==> src/rtl/timer_irq_controller_pkg.sv <==
// Shared register map, bit positions and state encoding for the interval timer.
package timer_irq_controller_pkg;

    localparam int unsigned REG_W  = 32;
    localparam int unsigned ADDR_W = 2;
    localparam int unsigned MISS_W = 8;

    localparam logic [ADDR_W-1:0] ADDR_CTRL   = 2'd0;
    localparam logic [ADDR_W-1:0] ADDR_LOAD   = 2'd1;
    localparam logic [ADDR_W-1:0] ADDR_COUNT  = 2'd2;
    localparam logic [ADDR_W-1:0] ADDR_STATUS = 2'd3;

    localparam int unsigned CTRL_EN         = 0;
    localparam int unsigned CTRL_AUTO       = 1;
    localparam int unsigned STATUS_PEND     = 0;
    localparam int unsigned STATUS_MISS_CLR = 1;
    localparam int unsigned STATUS_MISS_LSB = 8;

    localparam logic [MISS_W-1:0] MISS_MAX = 8'd255;

    typedef enum logic [1:0] {
        ST_IDLE = 2'd0,
        ST_RUN  = 2'd1,
        ST_DONE = 2'd2
    } state_t;

endpackage

==> src/rtl/timer_irq_controller_tick_prescaler.sv <==
// Divides the system clock into a one-cycle tick enable every PRESCALE clocks while running.
module timer_irq_controller_tick_prescaler #(
    parameter int unsigned PRESCALE = 50000
) (
    input  logic Clock,
    input  logic Reset,
    input  logic Run,
    input  logic Clear,
    output logic Tick
);

    localparam int unsigned CNT_W = (PRESCALE > 1) ? $clog2(PRESCALE) : 1;
    localparam logic [CNT_W-1:0] LAST = CNT_W'(PRESCALE - 1);

    logic [CNT_W-1:0] count;
    logic             at_last;

    assign at_last = (count == LAST);

    always_ff @(posedge Clock) begin
        if (Reset || !Run || Clear || at_last) begin
            count <= '0;
        end else begin
            count <= count + CNT_W'(1);
        end
    end

    // No tick may escape while reset is being applied.
    assign Tick = Run && !Reset && at_last;

endmodule

==> src/rtl/timer_irq_controller.sv <==
// Interval timer with register port, level IRQ and missed-expiry counter.
module timer_irq_controller
    import timer_irq_controller_pkg::*;
#(
    parameter int unsigned PRESCALE = 50000,
    parameter int unsigned WIDTH    = 32
) (
    input  logic              Clock,
    input  logic              Reset,
    input  logic              WriteEnable,
    input  logic [ADDR_W-1:0] Addr,
    input  logic [REG_W-1:0]  WriteData,
    output logic [REG_W-1:0]  ReadData,
    input  logic              IntAck,
    output logic              IRQ,
    output logic              Tick
);

    state_t             state;
    logic               ctrl_auto;
    logic [WIDTH-1:0]   load;
    logic [WIDTH-1:0]   count;
    logic               pending;
    logic [MISS_W-1:0]  miss_count;
    logic [REG_W-1:0]   read_data;
    logic [REG_W-1:0]   rd_mux;
    logic               tick;

    logic ctrl_wr, load_wr, status_wr;
    logic start, stop, expire, pend_clr, miss_clr, running;

    assign running   = (state == ST_RUN);
    assign ctrl_wr   = WriteEnable && (Addr == ADDR_CTRL);
    assign load_wr   = WriteEnable && (Addr == ADDR_LOAD);
    assign status_wr = WriteEnable && (Addr == ADDR_STATUS);
    assign start     = ctrl_wr && WriteData[CTRL_EN] && !running;
    assign stop      = ctrl_wr && !WriteData[CTRL_EN];
    assign expire    = running && tick && !stop && (count <= WIDTH'(1));
    assign pend_clr  = IntAck || (status_wr && WriteData[STATUS_PEND]);
    assign miss_clr  = status_wr && WriteData[STATUS_MISS_CLR];

    timer_irq_controller_tick_prescaler #(
        .PRESCALE (PRESCALE)
    ) u_prescaler (
        .Clock (Clock),
        .Reset (Reset),
        .Run   (running),
        .Clear (start),
        .Tick  (tick)
    );

    // Read view of the registers as they stand before this cycle's write.
    always_comb begin
        rd_mux = '0;
        case (Addr)
            ADDR_CTRL: begin
                rd_mux[CTRL_EN]   = running;
                rd_mux[CTRL_AUTO] = ctrl_auto;
            end
            ADDR_LOAD:  rd_mux = REG_W'(load);
            ADDR_COUNT: rd_mux = REG_W'(count);
            default: begin
                rd_mux[STATUS_PEND]                    = pending;
                rd_mux[STATUS_MISS_LSB +: MISS_W]      = miss_count;
            end
        endcase
    end

    always_ff @(posedge Clock) begin
        if (Reset) begin
            state      <= ST_IDLE;
            ctrl_auto  <= 1'b0;
            load       <= '0;
            count      <= '0;
            pending    <= 1'b0;
            miss_count <= '0;
            read_data  <= '0;
        end else begin
            read_data <= rd_mux;
            if (load_wr) load <= WriteData[WIDTH-1:0];
            if (ctrl_wr) ctrl_auto <= WriteData[CTRL_AUTO];

            case (state)
                ST_RUN: begin
                    if (stop) begin
                        state <= ST_IDLE;
                    end else if (tick) begin
                        if (count > WIDTH'(1)) begin
                            count <= count - WIDTH'(1);
                        end else if (ctrl_auto) begin
                            count <= load;
                        end else begin
                            count <= '0;
                            state <= ST_DONE;
                        end
                    end
                end
                default: begin
                    if (start) begin
                        state <= ST_RUN;
                        count <= load;
                    end else if (stop) begin
                        state <= ST_IDLE;
                    end
                end
            endcase

            // A fresh expiry outranks a clear; a clear of the miss counter outranks an increment.
            if (expire) begin
                pending <= 1'b1;
            end else if (pend_clr) begin
                pending <= 1'b0;
            end

            if (miss_clr) begin
                miss_count <= '0;
            end else if (expire && pending && !pend_clr && (miss_count != MISS_MAX)) begin
                miss_count <= miss_count + MISS_W'(1);
            end
        end
    end

    assign IRQ      = pending;
    assign ReadData = read_data;
    assign Tick     = tick;

endmodule
==> config.mk <==
export PLATFORM = sky130hd
export DESIGN_NAME = timer_irq_controller
export DESIGN_NICKNAME = d
export VERILOG_FILES = /design/src/rtl/timer_irq_controller_pkg.sv /design/src/rtl/timer_irq_controller_tick_prescaler.sv /design/src/rtl/timer_irq_controller.sv
export SDC_FILE = /design/constraint.sdc
export NUM_CORES = 1
export LEC_CHECK = 0
export BUFFER_PORTS_ARGS = -buffer_cell sky130_fd_sc_hd__buf_2
export CAP_MARGIN = 20
export CORE_UTILIZATION = 25
export CTS_CLUSTER_DIAMETER = 80
export DETAILED_ROUTE_END_ITERATION = 12
export SLEW_MARGIN = 0
export SYNTH_ARGS = -nofsm -noshare
export SYNTH_HDL_FRONTEND = slang
export SYNTH_HIERARCHICAL = 1
export SYNTH_SLANG_ARGS = --single-unit
==> constraint.sdc <==
create_clock -name Clock -period 3.5 [get_ports Clock]
set_clock_uncertainty 0.15 [all_clocks]
set_input_delay 0 -clock Clock [delete_from_list [all_inputs] [get_ports Clock]]
set_output_delay 0 -clock Clock [all_outputs]
set_load 0.01 [all_outputs]
==> results by group, run 1 <==
Clocking
  – Num CTS Buffers: 17
  – Post-CTS setup buffers: 0
  – Clock transition at the registers of the reported paths: about 0.060 ns
  – CTS sink count: 124
  – Worst-skew pair later-pin latency: between 0.4 and 0.5 ns
  – H-tree depth: 4
  – CTS tree: yes
  – Root buffer cell: clkbuf_16
  – Max Root-Sink Buffers: 2

Pwr
  – Clock network fraction of total power: 0.502
  – Sequential share of power: 0.395
  – Pint: 2.76 mW
  – P_sw: 0.930 mW
  – Pleak: between 2 and 3 nW
  – Combinational share of power: 0.104
  – Worst vdd ir: 0.286 mV
  – P per Cell Area: roughly 500 mW/mm2
  – Sw Ratio: 0.252

Finish
  – Fill cells: between 2000 and 2500
  – Nets: around 850
  – Fraction of layout cells with a size suffix above 1: 0.180
  – Antenna cell count: 0
  – Synth-to-layout area growth: 29.5%

Route
  – Final antenna-violating net count: 0
  – Detailed Routing Iterations Pass 1: 7
  – WL/cell: between 15 and 20 um
  – WL final: between 15000 and 20000 um
  – Initial DRC count: about 450
  – Vias/cell: around 5
  – DR vias: 5494
  – # DRC: 0

Placed design
  – Detailed placement HPWL: 11500 um
  – GPL Wtd Cong: between 0.8 and 0.9
  – I/O Buffers: 71

Die
  – Die ar.: about 0.024 mm2
  – Die W: 153 um
  – Starting Density: 0.254
  – DIE HEIGHT: ~150 um
  – Core box area: between 0.02 and 0.025 mm2
  – I/O Pins: 72
  – Rows: 55

Timing
  – RSZ-0062 raised after global routing: false
  – Worst hold margin: ~0.10 ns
  – Final slew viol count: 0
  – Setup TNS: 0 ns
  – Tcrit/Tclk final: 0.849
  – Fin. Hold Viols: 0
  – Fmax: ~340 MHz
  – Worst-margin pin slew: 0.997 ns
  – Final Critical Period: a little under 3 ns
  – Setup-failing EPs final: 0
  – Rel. slew slack: 0.333

Logic synthesis
  – Avg Inst Size Synth: approximately 8.3 um2
  – Most frequent cell after synthesis: dfxtp_1
  – Synth area leaders: dfxtp_1, nand2_1, nor2_1, a21oi_1, a22oi_1
  – Synth Register Bits: about 120
  – Post-Synthesis Cells: between 600 and 700
  – Distinct cell type count after synthesis: 75
  – Syn. warnings: 6
  – Top cell type's share of synthesized area: 0.433
  – Post-Syn Area: ~0.0057 mm2
  – Commonest cells in the netlist: dfxtp_1, nand2_1, nor2_1
  – Share of synthesized registers carrying an async set or reset: 0
  – Main synth FF type: dfxtp_1
  – Sequential fraction of the synthesis area: 0.433
  – Syn_nets: between 700 and 800
  – Area leader, netlist: dfxtp_1
  – Post-synth EDFFs: 0

Global route
  – First-pass GRT wire length: roughly 27000 um
  – Pin count of the biggest net entering global routing: slightly below 60
  – Gr ovfl total: 0
  – Vias in the first global route: 5143
  – Gr usage total: 0.147
  – Initial antenna violation count: 0

Setup path
  – Crit path top cell by count: nor2_1
  – Top cell family by delay on the critical path: simple AND/OR/NAND/NOR gates
  – Slowest stage delay, CP: 0.76 ns
  – Worst Path Max Fanout: 13
  – Nature of the critical path startpoint: register
  – Crit-path cells: ha_1, and3_1, nand4_1, nor2_1, nor3b_1, a211oi_1, buf_4, nor2_1, o21ai_0, o311ai_0
  – Worst path buffer plus inverter count: 1
  – Worst setup EP type: register
  – Crit path max-delay cell type: nor2_1
  – Worst EP required: 3.67 ns
  – CP Class: reg -> reg
  – CP arrival: between 3 and 4 ns

Run status
  – Status: finished clean

Flow run
  – Max-cap viol count: 0

Hold path
  – Hold Crit Class: in -> reg
-- tightest hold or removal path, cell delays in order --
cell and delay [ns]:
buf_2 0.12, inv_1 0.08, ha_1 0.19, a222oi_1 0.11
nor3_1 0.12
-- cell type report --
class,count,area (um2),area share
sequential,124,2480,0.335
clock buffer,20,467,0.0629
multi-input combinational,510,3000,0.405
tap,285,357,0.0481
inverter,17,63.8,0.00860
clock inverter,12,160,0.0216
timing repair buffer,129,888,0.120
-- cell usage in the layout (no fill, tap or decap), types with 12 or more instances in the layout --
cell and n:
nor3_1 21, dlygate4sd3_1 39, dfxtp_1 124, nand3_1 41, a21oi_1 57, a22oi_1 30
buf_4 19, nand2_1 98, buf_2 71, clkbuf_16 17, xnor2_1 13, nor2_1 84
o21ai_0 12, inv_1 17
-- power groups by stage --
stage | registers (mW) | clock network (mW) | logic (mW)
after global routing | 1.46 | 1.95 | 0.420
after global placement | 1.49 | 0 | 0.346
after floorplan | 1.48 | 0 | 0.234
after detailed placement | 1.49 | 0 | 0.347
final | 1.46 | 1.85 | 0.382
after CTS | 1.45 | 1.89 | 0.381
-- final timing paths --
check	startpoint	cells after the start	end	slack, ns
max	u_prescaler/count[0]	10	count[15]	0.53
min	Addr[0]	5	ReadData[1]	0.10
max reg2reg	u_prescaler/count[0]	10	count[15]	0.53
min reg2reg	load[8]	2	load[8]	0.32
-- routing by layer --
layer / routed length (um) / track usage / vias to the layer above
met5: 0 / 0 / -
met4: 225 / 0.0490 / 0
met3: 972 / 0.0346 / 18
met2: 7610 / 0.228 / 170
met1: 7900 / 0.198 / 2587
li1: - / - / 2719
-- flip-flops by register name, indices dropped and copies added (netlist names) --
| register | count |
|---|---|
| IRQ | 1 |
| state | 2 |
| miss_count | 8 |
| u_prescaler/count | 16 |
| ReadData | 32 |
| load | 32 |
| ctrl_auto | 1 |
| count | 32 |
-- timing repair --
item / CTS / global route
hold buffers: 39 / 0
gates resized for setup: 0 / 0
endpoints found under the hold margin: 42 / 0
endpoints found under the setup margin: 0 / 0
-- stage by stage --
stage               cells  setup slack, ns  instance area, um2  total power [mW]  utilization
floorplan             692            0.722                5730              1.71            -
global placement     1026            0.665                6400              1.83        0.284
detailed placement   1026            0.585                6400              1.83        0.284
CTS                  1097            0.551                7420              3.73        0.329
global route         1097            0.298                7420              3.82        0.329
finish               1097            0.528                7420              3.69        0.329
-- cell families after synthesis --
| kind of cell | after synthesis | synth area share |
|---|---|---|
| flip-flops | 124 | 0.433 |
| buffers and inverters | 58 | 0.0426 |
| adder cells (fa/ha/maj) | 9 | 0.0197 |
| XOR/XNOR | 21 | 0.0321 |
| AO/OA/AOI/OAI | 155 | 0.183 |
| AND/OR/NAND/NOR | 323 | 0.286 |
| multiplexers | 2 | 0.00350 |
No activity file was read; power rests on OpenSTA's default activity.
==> run 2, diff against run 1 <==
ABC_AREA = 1   (was not set)
clock period = 2.8 ns   (was 3.5 ns; I/O delays follow)
==> results by group, run 2 <==
Pwr
  – Pleak: 3.16 nW (+13%)
  – Worst vdd ir: 0.383 mV (+34%)
  – P per Cell Area: 612 mW/mm2 (+23%)
  – Pwr Total: 4.90 mW (+33%)

Logic synthesis
  – Synth area leaders: dfxtp_1, nand2_1, nor2_1, a21oi_1, o21ai_0
  – Distinct cell type count after synthesis: 37 (-51%)
  – Synth Register Bits: 124 (unchanged)
  – Most frequent cell after synthesis: nand2_1
  – Avg Inst Size Synth: 6.83 um2 (-18%)
  – Syn. warnings: 6 (unchanged)
  – Post-Syn Area: 0.00636 mm2 (+11%)
  – Post-synth EDFFs: 0 (unchanged)
  – Commonest cells in the netlist: nand2_1, nor2_1, dfxtp_1
  – Post-Synthesis Cells: 932 (+35%)
  – Area leader, netlist: dfxtp_1
  – Sequential fraction of the synthesis area: 0.390 (-0.0432)
  – Share of synthesized registers carrying an async set or reset: 0 (unchanged)
  – Main synth FF type: dfxtp_1
  – Top cell type's share of synthesized area: 0.390 (-0.0432)
  – Syn_nets: 979 (+32%)

Setup path
  – Worst EP required: 3.01 ns (-0.66 ns)
  – CP Class: reg -> reg
  – CP arrival: 2.70 ns (-0.44 ns)
  – Worst setup EP type: register
  – Nature of the critical path startpoint: register
  – Worst Path Max Fanout: 5 (-8)

Timing
  – Final slew viol count: 0 (unchanged)
  – Setup TNS: 0 ns (unchanged)
  – Setup ws final: 0.310 ns (-0.218 ns)
  – RSZ-0062 raised after global routing: false
  – Worst hold margin: 0.0359 ns (-0.0685 ns)
  – Worst-margin pin slew: 1.01 ns (+0.0137 ns)
  – Setup-failing EPs final: 0 (unchanged)
  – Rel. slew slack: 0.326 (-0.00740)
  – Final Critical Period: 2.49 ns (-0.482 ns)
  – Fin. Hold Viols: 0 (unchanged)
  – Fmax: 402 MHz (+19%)
  – Tcrit/Tclk final: 0.889 (+0.0402)

Clocking
  – H-tree depth: 4 (unchanged)
  – Root buffer cell: clkbuf_16
  – CTS sink count: 124 (unchanged)
  – Num CTS Buffers: 17 (unchanged)
  – Max Root-Sink Buffers: 2 (unchanged)
  – Worst-skew pair later-pin latency: 0.42 ns (about the same)
  – CTS tree: yes
  – Clock transition at the registers of the reported paths: 0.06 ns (about the same)

Placed design
  – GPL Wtd Cong: 0.912 (+7.8%)
  – I/O Buffers: 71 (unchanged)
  – Detailed placement HPWL: 13100 um (+14%)
  – Dpl ws: 0.348 ns (-0.237 ns)

Finish
  – Most frequent cells in the layout: nand2_1, nor2_1, dfxtp_1, inv_1, a21oi_1
  – Nets: 1079 (+28%)
  – Antenna cell count: 0 (unchanged)
  – Area occupied by multi-input gates: 0.00335 mm2 (+12%)
  – Core Util, Final: 0.319 (-0.00937)
  – Fill cells: 2748 (+15%)
  – Leading cell type in the layout, fill and taps excluded: nand2_1
  – Synth-to-layout area growth: 25.7%
  – Register Area: 0.00248 mm2 (unchanged)
  – Fraction of layout cells with a size suffix above 1: 0.159 (-0.0210)

Global route
  – Initial antenna violation count: 0 (unchanged)
  – Gr ovfl total: 0 (unchanged)
  – Pin count of the biggest net entering global routing: 50 (-14%)
  – First-pass GRT wire length: 29500 um (+7.6%)
  – Gr usage total: 0.143 (-0.00356)
  – Vias in the first global route: 5817 (+13%)

Run status
  – Status: finished clean

Die
  – Starting Density: 0.254 (+0.000354)
  – Rows: 58 (+5.5%)
  – DIE HEIGHT: 162 um (+5.3%)
  – I/O Pins: 72 (unchanged)
  – Core box area: 0.0250 mm2 (+11%)
  – Die ar.: 0.0261 mm2 (+11%)
  – Die W: 162 um (+5.3%)

Route
  – Vias/cell: 4.53 (-9.5%)
  – WL final: 18100 um (+8.5%)
  – Initial DRC count: 423 (-5.6%)
  – Detailed Routing Iterations Pass 1: 5 (-2)
  – DR vias: 6231 (+13%)
  – WL/cell: 13.2 um (-13%)
  – Final antenna-violating net count: 0 (unchanged)
  – # DRC: 0 (unchanged)

Flow run
  – Max-cap viol count: 0 (unchanged)

Hold path
  – Hold Crit Class: in -> reg
-- run 2: changes by cell type in the layout (fill, tap and decap cells not counted), sizes merged, moves of 12 or more --
cell   previous run  this run
a21oi            57        84
a22oi            30         0
inv              19        96
nand2           100       218
nand3            43        55
nor2             87       169
nor3             23         5
nor4             15         0
o21ai            14        77
-- run 2: cells by family after synthesis --
family | share of synthesized area
AO/OA/AOI/OAI | 0.158
XOR/XNOR | 0.0303
buffers and inverters | 0.0840
adder cells (fa/ha/maj) | 0.0177
flip-flops | 0.390
AND/OR/NAND/NOR | 0.320
-- run 2: what timing repair did --
| action | CTS | global route |
|---|---|---|
| endpoints found under the hold margin | 48 | 0 |
| setup endpoints to repair | 0 | 2 |
| hold buffers | 38 | 0 |
| resized for setup | 0 | 1 |
| buffers inserted | 0 | 0 |
-- run 2: area by class of cell --
class | count | area share
multi-input combinational | 679 | 0.419
sequential | 124 | 0.310
timing repair buffer | 119 | 0.102
clock buffer | 18 | 0.0537
tap | 330 | 0.0516
inverter | 91 | 0.0427
clock inverter | 14 | 0.0203
-- run 2: report_power, final --
group / switching [mW] / total, mW / internal, mW
Clock: 0.879 / 2.21 / 1.33
Sequential: 0.0744 / 1.91 / 1.83
Combinational: 0.497 / 0.781 / 0.284
Total: 1.45 / 4.90 / 3.45
-- run 2: worst max-delay path: stages (launching register included) --
cell and delay, ns:
dfxtp_1 0.38, ha_1 0.22, nand3_2 0.13, nor2_1 0.15
nand3_1 0.09, nor2_1 0.25, nand2_1 0.09, nor2_1 0.19
nand2_1 0.08, a21oi_1 0.13, dlygate4sd3_1 0.56
-- run 2: through the flow --
step,instance area [um2],std cells
floorplan,6360,932
global placement,7020,1305
detailed placement,7020,1305
CTS,7990,1375
global route,8000,1375
finish,8000,1375
-- run 2: worst paths after layout --
kind	start	slack [ns]	depth (start not counted)	to
setup / recovery	u_prescaler/count[0]	0.31	10	IRQ
hold / removal	Addr[0]	0.04	5	ReadData[0]
setup reg to reg	u_prescaler/count[0]	0.31	10	IRQ
hold reg to reg	state[0]	0.31	2	state[0]
-- run 2: layer usage --
metal	part of all wire	routed length, um	vias up	global-route usage
li1	-	-	3216	-
met1	0.47	8540	2845	0.188
met2	0.46	8350	148	0.230
met3	0.050	913	22	0.0285
met4	0.017	315	0	0.0519
met5	0	0	-	0
==> run 3, diff against run 2 <==
ABC_AREA = 0   (was 1)
==> results by group, run 3 (synthesized netlist as in run 1, its figures left out) <==
Run status
  – Status: finished clean

Finish
  – Fraction of layout cells with a size suffix above 1: 0.208 (+0.0495)
  – Synth-to-layout area growth: 36.5%
  – Antenna cell count: 0 (unchanged)
  – Most frequent cells in the layout: dfxtp_1, nand2_1, nor2_1, buf_2, a21oi_1
  – Cell Count, Final, Fillers Out: 1144 (-17%)
  – Nets: 893 (-17%)
  – Leading cell type in the layout, fill and taps excluded: dfxtp_1

Die
  – I/O Pins: 72 (unchanged)
  – Die W: 153 um (-5.1%)
  – Core box area: 0.0226 mm2 (-9.8%)
  – Rows: 55 (-5.2%)
  – Starting Density: 0.254 (-0.000354)
  – Die ar.: 0.0235 mm2 (-9.9%)
  – DIE HEIGHT: 153 um (-5.1%)

Global route
  – Gr ovfl total: 0 (unchanged)
  – First-pass GRT wire length: 28800 um (-2.4%)
  – Gr usage total: 0.153 (+0.0105)
  – Vias in the first global route: 5587 (-4.0%)
  – Pin count of the biggest net entering global routing: 34 (-32%)
  – Initial antenna violation count: 0 (unchanged)

Route
  – Detailed Routing Iterations Pass 1: 5 (unchanged)
  – WL final: 17400 um (-3.8%)
  – Final antenna-violating net count: 0 (unchanged)
  – Vias/cell: 4.97 (+9.6%)
  – Initial DRC count: 510 (+21%)
  – DR vias: 5684 (-8.8%)
  – # DRC: 0 (unchanged)
  – WL/cell: 15.2 um (+16%)

Setup path
  – Nature of the critical path startpoint: register
  – Worst setup EP type: register
  – CP Class: reg -> reg
  – Worst EP required: 2.91 ns (-0.10 ns)
  – CP arrival: 2.79 ns (+0.09 ns)
  – Worst Path Max Fanout: 7 (+2)

Clocking
  – Post-CTS setup buffers: 0 (unchanged)
  – Max Root-Sink Buffers: 2 (unchanged)
  – Num CTS Buffers: 17 (unchanged)
  – Root buffer cell: clkbuf_16
  – CTS tree: yes
  – Clock transition at the registers of the reported paths: 0.06 ns (about the same)
  – H-tree depth: 4 (unchanged)
  – Worst-skew pair later-pin latency: 0.42 ns (about the same)
  – CTS sink count: 124 (unchanged)

Timing
  – Fmax: 373 MHz (-7.2%)
  – Setup TNS: 0 ns (unchanged)
  – Worst-margin pin slew: 0.925 ns (-0.0854 ns)
  – Worst hold margin: 0.0388 ns (+0.00289 ns)
  – Final slew viol count: 0 (unchanged)
  – Setup-failing EPs final: 0 (unchanged)
  – RSZ-0062 raised after global routing: false
  – Rel. slew slack: 0.381 (+0.0554)
  – Fin. Hold Viols: 0 (unchanged)
  – Tcrit/Tclk final: 0.958 (+0.0691)
  – Final Critical Period: 2.68 ns (+0.193 ns)

Placed design
  – GPL Wtd Cong: 0.874 (-4.1%)
  – Placed cells: 1059 (-19%)
  – Detailed placement HPWL: 12300 um (-6.2%)
  – I/O Buffers: 71 (unchanged)

Hold path
  – Hold Crit Class: in -> reg

Flow run
  – Max-cap viol count: 0 (unchanged)

Pwr
  – Worst vdd ir: 0.286 mV (-25%)
  – Pleak: 3.09 nW (-2.5%)
  – P per Cell Area: 601 mW/mm2 (-1.9%)
[run 3: cell types whose count changed in the layout (fill, tap and decap cells not counted), moves of 15 or more]
cell,change
a21oi_1,-26
nand2_1,-105
buf_4,+43
o21ai_0,-62
inv_1,-71
dlygate4sd3_1,+15
nor2_1,-58
a22oi_1,+30
nor2_2,-18
nor3_1,+17
[run 3: final cells by class]
type | instances | area (um2)
multi-input cells | 510 | 3020
repair buffers | 176 | 1280
flip-flops and latches | 124 | 2480
well taps | 285 | 357
clock buffers | 21 | 460
clock inverters | 11 | 166
fillers | 2396 | 14800
inverters | 17 | 63.8
[run 3: worst paths after layout]
kind | from | to | slack [ns] | depth (start not counted)
hold reg to reg | u_prescaler/count[0] | u_prescaler/count[0] | 0.33 | 1
setup reg to reg | count[27] | count[18] | 0.12 | 7
hold / removal | Addr[1] | IRQ | 0.04 | 4
setup / recovery | count[27] | count[18] | 0.12 | 7
[run 3: routing by layer]
metal / global-route usage / wire length (um) / up-vias / part of all wire
li1: - / - / 2803 / -
met1: 0.205 / 8300 / 2706 / 0.48
met2: 0.241 / 7960 / 156 / 0.46
met3: 0.0400 / 905 / 19 / 0.052
met4: 0.0476 / 269 / 0 / 0.015
met5: 0 / 0 / - / 0
[run 3: repair_timing]
action,in CTS,in global routing
hold endpoints to repair,39,0
pin swaps,1,0
setup endpoints to repair,7,13
hold buffers,53,0
gates resized for setup,2,1
[run 3: report_power, final]
group | total (mW) | switching (mW) | internal [mW]
sequential | 1.82 | 0.0247 | 1.79
combinational | 0.539 | 0.313 | 0.225
clock | 2.34 | 0.810 | 1.53
total | 4.70 | 1.15 | 3.55
[run 3: critical path, stage by stage, from the launching register on]
cell and delay, ns:
dfxtp_1 0.36, or4_4 0.55, or3_4 0.38, nor4_4 0.34, buf_4 0.22, or2b_1 0.30, a21oi_1 0.16, a311oi_1 0.06
[run 3: stage by stage]
| stage | utilization | instance area (um2) | power [mW] | setup WS [ns] |
|---|---|---|---|---|
| after global placement | 0.295 | 6650 | 2.33 | -0.00818 |
| final | 0.347 | 7820 | 4.70 | 0.117 |
| after CTS | 0.346 | 7820 | 4.74 | 0.0516 |
| after floorplan | - | 5730 | 2.14 | 0.0220 |
| after global routing | 0.347 | 7820 | 4.88 | 0.00206 |
| after detailed placement | 0.295 | 6650 | 2.33 | -0.0376 |
